[config.mk]
export PLATFORM = sky130hd
export DESIGN_NAME = rom_loader
export DESIGN_NICKNAME = d
export VERILOG_FILES = /design/src/rtl/rom_loader.sv
export SDC_FILE = /design/constraint.sdc
export NUM_CORES = 1
export LEC_CHECK = 0
export CORE_MARGIN = 2
export CORE_UTILIZATION = 60
export DETAILED_ROUTE_END_ITERATION = 7
export PLACE_DENSITY = 0.92
export SKIP_CTS_REPAIR_TIMING = 1
export SYNTH_ARGS = -nofsm -noshare
export SYNTH_HDL_FRONTEND = slang
export SYNTH_SLANG_ARGS = --single-unit
[constraint.sdc]
create_clock -name clk_i -period 7 [get_ports clk_i]
set_input_delay 0.7 -clock clk_i [delete_from_list [all_inputs] [get_ports clk_i]]
set_output_delay 0.7 -clock clk_i [all_outputs]
set_load 0.01 [all_outputs]
[src/rtl/rom_loader.sv]
// Boot-time program loader: turns a framed byte stream into little-endian 32-bit ROM writes.
// Latency: a word is written in the cycle after its fourth byte is accepted; status follows the checksum byte.
// Backpressure: byte_ready_o drops in IDLE/WRITE/DONE/ERR, so the sender stalls during each ROM write.
module rom_loader #(
  parameter logic [15:0] BASE_ADDR = 16'h0000,
  parameter int          MAX_WORDS = 1024
) (
  input  logic        clk_i,
  input  logic        rst_i,
  input  logic        start_i,
  input  logic [7:0]  byte_i,
  input  logic        byte_valid_i,
  output logic        byte_ready_o,
  output logic [31:0] w_rom_data,
  output logic [15:0] w_rom_addr,
  output logic        en_w_rom,
  output logic        load_busy_o,
  output logic        load_done_o,
  output logic        load_err_o
);

  localparam logic [2:0] S_IDLE  = 3'd0;
  localparam logic [2:0] S_HDR0  = 3'd1;
  localparam logic [2:0] S_HDR1  = 3'd2;
  localparam logic [2:0] S_DATA  = 3'd3;
  localparam logic [2:0] S_WRITE = 3'd4;
  localparam logic [2:0] S_CSUM  = 3'd5;
  localparam logic [2:0] S_DONE  = 3'd6;
  localparam logic [2:0] S_ERR   = 3'd7;

  logic [2:0]  state;
  logic [7:0]  cnt_lo;
  logic [15:0] n_words;
  logic [15:0] idx;
  logic [1:0]  lane;
  logic [7:0]  csum;
  logic [23:0] shadow;
  logic        accept;
  logic [16:0] n_hdr;
  logic        more_words;

  // All status outputs decode straight from the state, so reset clears them asynchronously.
  assign byte_ready_o = (state == S_HDR0) || (state == S_HDR1) ||
                        (state == S_DATA) || (state == S_CSUM);
  assign en_w_rom     = (state == S_WRITE);
  assign load_busy_o  = byte_ready_o || en_w_rom;
  assign load_done_o  = (state == S_DONE);
  assign load_err_o   = (state == S_ERR);

  assign accept     = byte_valid_i && byte_ready_o;
  assign n_hdr      = {1'b0, byte_i, cnt_lo};
  // 17-bit compare so idx+1 never wraps against the word count.
  assign more_words = ({1'b0, idx} + 17'd1) < {1'b0, n_words};

  // Frame parser, word assembler and ROM write-port registers.
  always_ff @(posedge clk_i or posedge rst_i) begin
    if (rst_i) begin
      state      <= S_IDLE;
      cnt_lo     <= 8'h00;
      n_words    <= 16'h0000;
      idx        <= 16'h0000;
      lane       <= 2'd0;
      csum       <= 8'h00;
      shadow     <= 24'h000000;
      w_rom_data <= 32'h00000000;
      w_rom_addr <= BASE_ADDR;
    end else begin
      case (state)
        S_IDLE, S_DONE, S_ERR: begin
          if (start_i) begin
            state <= S_HDR0;
            idx   <= 16'h0000;
            lane  <= 2'd0;
            csum  <= 8'h00;
          end
        end
        S_HDR0: begin
          if (accept) begin
            cnt_lo <= byte_i;
            state  <= S_HDR1;
          end
        end
        S_HDR1: begin
          if (accept) begin
            n_words <= n_hdr[15:0];
            if (n_hdr == 17'd0)
              state <= S_CSUM;
            else if (n_hdr > 17'(MAX_WORDS))
              state <= S_ERR;
            else
              state <= S_DATA;
          end
        end
        S_DATA: begin
          if (accept) begin
            csum <= csum ^ byte_i;
            lane <= lane + 2'd1;
            case (lane)
              2'd0: shadow[7:0]   <= byte_i;
              2'd1: shadow[15:8]  <= byte_i;
              2'd2: shadow[23:16] <= byte_i;
              default: begin
                // Word and address are captured together so they stay valid after the write.
                w_rom_data <= {byte_i, shadow};
                w_rom_addr <= BASE_ADDR + idx;
                state      <= S_WRITE;
              end
            endcase
          end
        end
        S_WRITE: begin
          idx   <= idx + 16'd1;
          state <= more_words ? S_DATA : S_CSUM;
        end
        S_CSUM: begin
          if (accept)
            state <= (byte_i == csum) ? S_DONE : S_ERR;
        end
        default: state <= S_IDLE;
      endcase
    end
  end

endmodule

==> reports/results.tsv <==
stage	metric	value	unit
outcome	outcome	finished, final reports clean	
yosys	synth.top_cell.area_share	52.36	%
sta	fin_skew	0.005648	ns
worst_hold_path	hold_class	reg2reg	
yosys	netlist_top_cells_area	dfrtp_1 52%, mux2_2 14%, ha_1 4.4%	
layout	finalInstanceArea	7274	sq um
sta	worst_slew_pin_slew	1.327	ns
layout	areaGrowthSynthToFinish	21.76	%
yosys	synthCells	529	
global_route	grt_pass1_vias	4678	
yosys	syn-num-nets	562	
layout	post-route-util	74.77	%
floorplanning	die_y	103.8	um
clocking	cts.sink_count	125	
clocking	clock_tree.root_cell	clkbuf_8	
job	maxCapViolations	0	
routing	vias_after_detailed_routing	4489	
setup_path	timing_worst_setup_path_type	reg2out	
routing	drc	0	
routing	ant_nets	0	
global_route	grt.overflow.total	0	
power	vdd.ir_drop.worst	192.5	uV
sta	fin_hold_ws	0.4882	ns
floorplanning	die_x	103.8	um
global_route	initial_antenna_violation_count	0	
setup_path	timing.critical_path.slowest_cell_delay	0.77	ns
floorplanning	ios	65	
place	dp_hpwl	8668	um
yosys	post_synth_instance_area	5974	sq um
layout	fillCellCount	597	
setup_path	critical_path.cell_chain	nor2_1 -> nand2_1 -> inv_1 -> or2_2 -> clkdlybuf4s50_1	
sta	finalSetupViolations	0	
layout	antennaDiodeCount	0	
setup_path	critical_path.top_delay_family	flip-flops	
yosys	yosysTopAreaCell	dfrtp_1	
yosys	synth_common_cells	125 x dfrtp_1, 75 x mux2_2, 55 x nand2_1	
clocking	cts-root-to-sink-buffers	2	
sta	rsz0062_at_grt	false	
clocking	path_clk_slew	0.06	ns
yosys	synth.yosys.seq_area_share	52.36	%
clocking	clock_latency	0.53	ns
yosys	synth-edff-count	0	
setup_path	crit_path_top_delay_cell	dfrtp_1	
clocking	cts_inserted_buffers	17	
floorplanning	initial_core_util	61.41	%
global_route	maximum_number_of_pins_on_one_net_before_global_route_repair	79	
yosys	synth_area_per_cell	11.29	sq um
yosys	yosys.cell_count.top_type	dfrtp_1	
sta	post-route-period-util	46.52	%
place	port_buffers	64	
place	placed_area	6631	sq um
routing	avg_wl_per_cell	19.48	um
sta	max_slew_margin	11.54	%
setup_path	critPathCaptureType	output port	
clocking	htree_num_levels	4	
power	power_leakage	3.440	nW
power	power_density	340.6	nW/um^2
setup_path	startpoint_type	flip-flop	
routing	vias_per_cell	6.141	
layout	finalNetCount	618	
global_route	grt_usage	27.92	%
setup_path	r2r_setup_slack	3.79	ns
yosys	yosys_most_used_dff	dfrtp_1	
setup_path	crit_path_max_fanout	19	
sta	finalHoldViolCount	0	
setup_path	worst-endpoint-arrival	2.56	ns
sta	timing.fmax	307.1	MHz
routing	first_drt_pass_iteration_count	5	
routing	detail_route.wirelength	14240	um
floorplanning	dieArea	10770	sq um
power	post-layout-total-power	2.477	mW
sta	slew_viol_final	0	
sta	fin_tns_setup	0	ns
place	gp_routability_congestion	0.9024	
setup_path	cp_required	6.30	ns
floorplanning	num_rows	36	
yosys	synth_cell_type_count	57	
layout	drive_gt1_share	21.07	%
setup_path	critPathBufInv	2	
yosys	fraction_of_synthesis_flops_using_an_asynchronous_set_or_reset_pin	100.0	%
floorplanning	core_area	9729	sq um
clocking	clock_tree_from_tritoncts	built	
sta	min_period	3.256	ns
yosys	synth_seq_cells	125	
yosys	yosys_warnings	0	
global_route	grt_first_pass_wirelength	23540	um
routing	drtIter0Drc	430	
[flip-flops by register name, summed over array words and instances, names as in the netlist]
register / count
shadow: 24
state: 3
w_rom_addr: 16
csum: 8
n_words: 16
w_rom_data: 32
cnt_lo: 8
idx: 16
lane: 2
[per-stage QoR]
step           instances  setup slack [ns]
3_5_place_dp         699             3.910
2_1_floorplan        529             2.972
3_3_place_gp         699             4.062
4_1_cts              731             3.789
5_1_grt              731             3.648
6_report             731             3.744
[cells in the final DEF (no fill, tap or decap), types with 6 or more instances in the layout]
master,netlist,final
a21oi_1,16,16
o21ai_1,16,16
mux2_2,75,75
clkdlybuf4s50_1,0,64
o21ai_0,39,39
xor2_1,15,15
dfrtp_1,125,125
ha_1,21,21
clkbuf_16,0,16
inv_1,24,23
nand2_1,55,54
xnor2_1,8,8
nor2_1,23,23
nand4_1,7,7
o31ai_1,6,6
[where the power goes]
group / internal (mW) / switching (mW) / total (mW)
clock: 0.625 / 0.333 / 0.958
combinational: 0.228 / 0.313 / 0.541
sequential: 0.863 / 0.116 / 0.979
total: 1.72 / 0.762 / 2.48
[path summary, 6_finish.rpt]
check	start	end	cells past startpoint
max	state[1]	load_busy_o	5
min	csum[3]	csum[3]	1
max reg2reg	idx[0]	state[1]	11
min reg2reg	csum[3]	csum[3]	1
max in group asynchronous	rst_i	w_rom_addr[9]	3
min in group asynchronous	rst_i	w_rom_addr[14]	2
[cell type report]
class / count / area, sq um / area share (%)
Clock buffer: 18 / 427.9 / 5.882
Clock inverter: 14 / 215.2 / 2.958
Inverter: 25 / 96.34 / 1.324
Multi-Input combinational cell: 350 / 2585 / 35.53
Sequential cell: 125 / 3128 / 43.00
Tap cell: 133 / 166.4 / 2.288
Timing Repair Buffer: 66 / 655.6 / 9.013
[routing by layer]
metal / vias up / routed length [um] / track usage (%)
li1: 1973 / - / -
met4: 0 / 437 / 11.97
met5: - / 0 / 0
met2: 232 / 7050 / 46.07
met3: 52 / 1025 / 7.489
met1: 2232 / 5726 / 34.90
[cells by family after synthesis]
logic type	after synthesis	synth area share [%]
compound gates	101	10.24
xor+xnor	23	3.372
fa+ha+maj	21	4.398
buf+inv	54	4.503
flops	125	52.36
mux	76	14.30
simple gates	129	10.83
Note: power is estimated with default switching activity, not from simulation.
